--- config.mk ---
export PLATFORM = sky130hd
export DESIGN_NAME = esm_issue_ctrl
export DESIGN_NICKNAME = d
export VERILOG_FILES = /design/src/rtl/esm_issue_ctrl.sv
export SDC_FILE = /design/constraint.sdc
export NUM_CORES = 1
export LEC_CHECK = 0
export CAP_MARGIN = 20
export CORE_ASPECT_RATIO = 1.4
export CORE_MARGIN = 2
export CORE_UTILIZATION = 55
export CTS_CLUSTER_DIAMETER = 80
export DETAILED_ROUTE_END_ITERATION = 7
export MAX_ROUTING_LAYER = met4
export PLACE_DENSITY_LB_ADDON = 0.1
export SETUP_SLACK_MARGIN = 0.02
export SLEW_MARGIN = 30
export SYNTH_ARGS = -nofsm -noshare
export SYNTH_HDL_FRONTEND = slang
export SYNTH_SLANG_ARGS = --single-unit
--- constraint.sdc ---
create_clock -name clk -period 6.37 [get_ports clk]
set_input_delay 1.274 -clock clk [delete_from_list [all_inputs] [get_ports clk]]
set_output_delay 1.274 -clock clk [all_outputs]
set_load 0.005 [all_outputs]
--- src/rtl/esm_issue_ctrl.sv ---
// Issue-side controller for the ESM instruction buffer: owns slot allocation, waits for each new
// entry's dependency row to settle, and issues independent entries over a valid/ready handshake.
module esm_issue_ctrl #(
    parameter int unsigned bs            = 16,
    parameter int unsigned settle_cycles = 2
) (
    input  logic                  clk,
    input  logic                  rst,
    input  logic                  alloc_req,
    output logic                  alloc_gnt,
    output logic [$clog2(bs)-1:0] buffer_index,
    output logic [0:bs-1]         valid_entries,
    input  logic [0:bs-1]         independent_instr,
    output logic                  issue_valid,
    output logic [$clog2(bs)-1:0] issue_index,
    input  logic                  issue_ready,
    input  logic                  complete_valid,
    input  logic [$clog2(bs)-1:0] complete_index,
    output logic                  illegal_complete
);

    localparam int unsigned IdxW = $clog2(bs);
    localparam int unsigned CntW = $clog2(settle_cycles + 1);

    typedef enum logic [1:0] {StFree, StSettle, StReady, StIssued} entry_state_e;

    entry_state_e    state_q [bs];
    entry_state_e    state_d [bs];
    logic [CntW-1:0] cnt_q   [bs];
    logic [CntW-1:0] cnt_d   [bs];

    logic [IdxW-1:0] rr_q, rr_d;
    logic            issue_valid_q, issue_valid_d;
    logic [IdxW-1:0] issue_index_q, issue_index_d;
    logic            illegal_q, illegal_d;

    logic            any_free;
    logic [IdxW-1:0] free_idx;
    logic            transfer;
    logic [bs-1:0]   eligible;
    logic [IdxW-1:0] search_start;
    logic [IdxW-1:0] cand;
    logic            sel_found;
    logic [IdxW-1:0] sel_idx;

    assign transfer = issue_valid_q & issue_ready;

    // Lowest-numbered free slot; scanning downwards leaves the lowest one last.
    always_comb begin
        any_free = 1'b0;
        free_idx = '0;
        for (int i = int'(bs) - 1; i >= 0; i--) begin
            if (state_q[i] == StFree) begin
                any_free = 1'b1;
                free_idx = IdxW'(i);
            end
        end
    end

    assign alloc_gnt    = alloc_req & any_free;
    assign buffer_index = free_idx;

    // The entry leaving on this cycle's transfer must not be re-selected.
    always_comb begin
        for (int i = 0; i < int'(bs); i++) begin
            eligible[i] = (state_q[i] == StReady) && independent_instr[i];
        end
        if (transfer) begin
            eligible[issue_index_q] = 1'b0;
        end
    end

    always_comb begin
        search_start = transfer ? issue_index_q + 1'b1 : rr_q;
        sel_found    = 1'b0;
        sel_idx      = '0;
        cand         = '0;
        for (int k = 0; k < int'(bs); k++) begin
            cand = search_start + IdxW'(k);
            if (!sel_found && eligible[cand]) begin
                sel_found = 1'b1;
                sel_idx   = cand;
            end
        end
    end

    always_comb begin
        issue_valid_d = issue_valid_q;
        issue_index_d = issue_index_q;
        rr_d          = rr_q;
        // An offer stays put until it is taken.
        if (!issue_valid_q || transfer) begin
            issue_valid_d = sel_found;
            if (sel_found) begin
                issue_index_d = sel_idx;
            end
        end
        if (transfer) begin
            rr_d = issue_index_q + 1'b1;
        end
        illegal_d = illegal_q |
                    (complete_valid && (state_q[complete_index] != StIssued));
    end

    always_comb begin
        for (int i = 0; i < int'(bs); i++) begin
            state_d[i] = state_q[i];
            cnt_d[i]   = cnt_q[i];
            case (state_q[i])
                StFree: begin
                    if (alloc_gnt && (free_idx == IdxW'(i))) begin
                        state_d[i] = StSettle;
                        cnt_d[i]   = CntW'(settle_cycles);
                    end
                end
                StSettle: begin
                    if (cnt_q[i] <= CntW'(1)) begin
                        state_d[i] = StReady;
                        cnt_d[i]   = '0;
                    end else begin
                        cnt_d[i] = cnt_q[i] - 1'b1;
                    end
                end
                StReady: begin
                    if (transfer && (issue_index_q == IdxW'(i))) begin
                        state_d[i] = StIssued;
                    end
                end
                StIssued: begin
                    if (complete_valid && (complete_index == IdxW'(i))) begin
                        state_d[i] = StFree;
                    end
                end
                default: ;
            endcase
        end
    end

    always_ff @(posedge clk or negedge rst) begin
        if (!rst) begin
            for (int i = 0; i < int'(bs); i++) begin
                state_q[i] <= StFree;
                cnt_q[i]   <= '0;
            end
            rr_q          <= '0;
            issue_valid_q <= 1'b0;
            issue_index_q <= '0;
            illegal_q     <= 1'b0;
        end else begin
            for (int i = 0; i < int'(bs); i++) begin
                state_q[i] <= state_d[i];
                cnt_q[i]   <= cnt_d[i];
            end
            rr_q          <= rr_d;
            issue_valid_q <= issue_valid_d;
            issue_index_q <= issue_index_d;
            illegal_q     <= illegal_d;
        end
    end

    always_comb begin
        for (int i = 0; i < int'(bs); i++) begin
            valid_entries[i] = (state_q[i] != StFree);
        end
    end

    assign issue_valid      = issue_valid_q;
    assign issue_index      = issue_index_q;
    assign illegal_complete = illegal_q;

endmodule

-- Word level (Yosys, flattened, before mapping)
Cells that the tools add are included.
- add/subtract/negate cells: 32
- multiply operators: 0
- div/mod/pow operators: 0
- magnitude comparators: 35
- eq/ne operators: 158
- shift operators: 0
- mux-type cells: 231
- bitwise operators: 6
- reductions and logical operators: 182
- operators with widths (kind ; number):
    two-way mux 2 bit ; 98
    two-way mux 4 bit ; 33
    case mux 2 bit (4 select lines) ; 16
    == test 4 bit (second input constant) ; 24
    less-than comparator 4 x 5 -> 1 bit (second input constant) ; 17
    logical AND 1 bit ; 81
    inequality test 2 bit (second input constant) ; 33
    binary-select mux 1 bit (select 4 bit) ; 16
    == test 2 bit (second input constant) ; 32
    inequality test 2 x 1 -> 1 bit (second input constant) ; 32
    case mux 2 bit (2 select lines) ; 16
    AND reduction 4 bit ; 16
    nonzero test 2 bit ; 32
    two-way mux 1 bit ; 49
    == test 4 x 3 -> 1 bit (second input constant) ; 12
    AND reduction 2 bit ; 17
    adder 4 bit (second input constant) ; 8
    == test 2 x 1 -> 1 bit (second input constant) ; 16
    <= comparator 2 x 1 -> 1 bit (second input constant) ; 16
    zero test 2 bit ; 16
    subtractor 2 x 1 -> 2 bit (second input constant) ; 16
    == test 4 x 2 -> 1 bit (second input constant) ; 6
    adder 4 x 3 -> 4 bit (second input constant) ; 4
    AND 16 bit ; 1
    other kinds (15) ; 37
- register bits: 74
- latch bits: 0
- RAM bits: 0
- bits in read-only memories: 0
- output and inout bits: 27
- memories kept: 0

-- Logic depth before layout (Yosys ltp)
- depth after elaboration: 56
- mapped depth: 19
- depth with buffers taken out: 16

-- Worst setup path before layout
OpenSTA, ideal clock, no wires.
- path type: input port to flip-flop
- from: input port issue_ready
- to: register issue_index_q[2], in the netlist issue_index[2]
- setup time: 0.127 ns
- arrival time: 5.228 ns
- required time: 6.243 ns
- setup slack: 1.015 ns
- stages on the path: 18
- buffers on the path: 3
- cells stage by stage: and2_1 -> buf_6 -> mux2i_1 -> inv_2 -> clkbuf_1 -> ha_1 -> inv_1 -> o211ai_1 -> nand2_1 -> mux4_2 -> mux2i_2 -> nand4b_4 -> nand4b_4 -> or3_1 -> buf_2 -> o32a_1 -> a221oi_2 -> a21boi_1
- cells in the longest elaborated chain, start to end: 51
- elaborated cells on any way between the ends: 114
- those cells by class: add/sub: 15; mux: 66; bitwise: 1; reduce/logical: 32
- ends and longest elaborated chain (element ; RTL line ; source):
    from (decl) ; 16 ; input logic issue_ready,
    AND 1 bit (*) ; 46 ; assign transfer = issue_valid_q & issue_ready;
    parallel branches: the longest is 50 deep, another holds adder 4 x 1 -> 4 bit ; - ;
    to (signal assigned) ; 156 ; issue_index_q <= issue_index_d;
    to (decl) ; 34 ; logic [IdxW-1:0] issue_index_q, issue_index_d;
Every way passes the cells marked *. The select of a mux whose other input is x is not followed.
A chain may end at the register's enable or synchronous reset.

-- Worst setup path after layout
Same ends and word-level chain as after synthesis.

==> impl_results.md <==
* Period utilization at between 80% and 90%
* Worst slew pin tran at between 900 and 1000 ps
* Synthesis Warnings at 0
* Number of global-route vias before repair at 7406
* Minimum clock period at between 5000 and 6000 ps
* IO Port Bufs at 51
* Core area at 13780 sq um
* Most numerous cell in the Yosys netlist: nand2_1
* CP Max Fanout at 8
* Top-area cell type share of the netlist area at 24.02%
* Max clock buf depth at 2
* Die height at 144.1 um
* Syn_nets at 1029
* CP Launch Point: issue_ready
* Hold Crit Depth at 1
* WL met2 at 13310 um
* Synth Cell Area at 7709 sq um
* Setup violations, final at 0
* Arrival time at the worst endpoint at about 5900 ps
* Max-slew violations at 0
* Metal1 wirelength at 9250 um
* Setup Skew at 8.758 ps
* Hpwl dp at between 20000 and 25000 um
* Total gr overflow at 0
* Final hold vios at 0
* Worst hold path class: flop to flop
* DR top layer: met4
* Final ANT Viol Nets at 0
* Largest net degree at the start of global routing at between 70 and 80
* Gp weighted congestion at 1.074
* First-pass GRT wire length at approximately 40000 um
* Crit path to: issue_index[2]
* EDFF count, synth at 0
* Total Routing Usage GR at 36.64%
* Clock latency on the worst-skew pair at 340 ps
* # IOs at 52
* # diodes at 0
* Crit path required time at about 6600 ps
* Fillers at 1233
* Initial Utilization at 55.93%
* Initial antenna violation count at 0
* WL/cell at 22.69 um
* Die Width at 104.1 um
* Share of flip-flops with an asynchronous set or reset at 100.0%
* CTS Hold Buffers Added at 0
* Share of cells above drive strength 1 at 10.21%
* Reg-to-Reg End: issue_index[2]
* Via Count at roughly 7400
* Initial DRC count at 459
* WL final at 26210 um
* Most frequent cells after synthesis: nand2_1 (97), ha_1 (91), o21ai_0 (79)
* Post-CTS Resized at 0
* Worst R2R Start: issue_index[0]
* # DRC at 0
* R2R Setup Slk at 1450 ps
* Cells after synthesis at ~910
* Register area share after synthesis at ~24%
* Clock slew at reported path FFs at ~60 ps
* Syn-to-layout area delta at 13.65%
* Dominant synthesized flop cell: dfrtp_1
* Met3 wire len at 1290 um
* Top cells by area, synth: dfrtp_1 (24%), ha_1 (15%), mux2_2 (5.6%)
* Top cell type by total area after synthesis: dfrtp_1
* Pre-antenna DRT Iters at 6
* Crit start category: input pin
* Clock root buffer: clkbuf_16
* Die area at 14990 sq um
* Max Freq at 177.6 MHz
* Num Clock Sinks at 74
* Outcome: completed
* Sequential cell area at 1852 sq um
* Hold Crit Start: illegal_complete
* CTS tree: built
* Endpoint type of the worst setup path: flop
* # H-tree levels at 3
* Yosys reg bits at between 70 and 80
* FP Rows at 51
* Via density per instance at 6.444
* Final TNS setup at 0 ps
* Max cap viols at 0
* Syn_area_per_cell at 8.443 sq um
* Max-slew headroom at 38.19%
* Post-synthesis cell type count at 75
* Layout Nets at 1081
* Setup bufs post-CTS at 0
* Worst setup path category: input pin to flop
* CTS Buf Count at 9
* Area occupied by multi-input gates at 5438 sq um
* Worst Reg-to-Reg Cells at 14
* RSZ-0062 raised after global routing: false
kinds of logic after synthesis:
group,count (synthesis),synth area share [%]
AO/OA/AOI/OAI,261,22.33
buffers and inverters,101,5.437
flip-flops,74,24.02
adder cells (fa/ha/maj),91,14.77
multiplexers,87,13.81
XOR/XNOR,11,1.250
AND/OR/NAND/NOR,288,18.37
cells in the final DEF (no fill, tap or decap), types with 11 or more instances in the layout:
cell	Yosys	layout
inv_1	71	71
clkdlybuf4s50_1	0	50
mux2i_1	36	36
mux2_2	38	38
nand3_1	33	33
a21oi_1	42	42
buf_4	2	18
dfrtp_1	74	74
nand2_1	97	97
nor3_1	38	38
o21ai_0	79	79
a21o_1	19	19
nor2_1	56	56
ha_1	91	91
mux4_2	11	11
o22ai_1	14	14
state kept, by name, indices dropped and copies added (netlist names):
register and count:
issue_valid 1, illegal_complete 1, cnt_q 32, state_q 32, rr_q 4, issue_index 4
area by class of cell:
cell class | count | share of cell area, %
Clock buffer | 10 | 2.614
Clock inverter | 6 | 1.028
Inverter | 73 | 3.128
Multi-Input combinational cell | 738 | 62.07
Sequential cell | 74 | 21.14
Tap cell | 185 | 2.642
Timing Repair Buffer | 69 | 7.384
critical path: stages:
cell	delay, ps
clkdlybuf4s50_1	490
and2_1	340
mux2i_1	300
inv_2	60
ha_1	290
inv_1	140
o211ai_1	140
nand2_1	250
mux4_2	590
mux2i_2	320
nand4b_4	210
nand4b_4	260
or3_1	460
o32a_1	400
a221oi_2	220
a21boi_1	90
layer usage:
metal / up-vias / global-route usage [%]
li1: 3458 / -
met1: 3573 / 35.09
met2: 284 / 65.93
met3: 128 / 5.363
met4: 0 / 29.73
met5: - / -
worst min path at each step:
stage | to | slack [ps]
detailed placement | illegal_complete | 450
global route | illegal_complete | 470
global placement | illegal_complete | 440
finish | illegal_complete | 460
CTS | illegal_complete | 460
floorplan | illegal_complete | 450
per-stage QoR:
step                setup slack (ps)  instances  area, sq um  hold WS [ps]  utilization (%)
finish                         738.1       1155         8761         458.2            63.56
CTS                            774.1       1155         8757         456.5            63.53
detailed placement             447.1       1139         8438         446.3            61.22
global route                   443.7       1155         8761         473.4            63.56
floorplan                       1015        913         7709         451.0                -
global placement               507.0       1139         8438         439.0            61.22
Power is left out: the tool's default activity adds up to more than one toggle a clock period on the data nets, which glitch-free logic cannot reach.
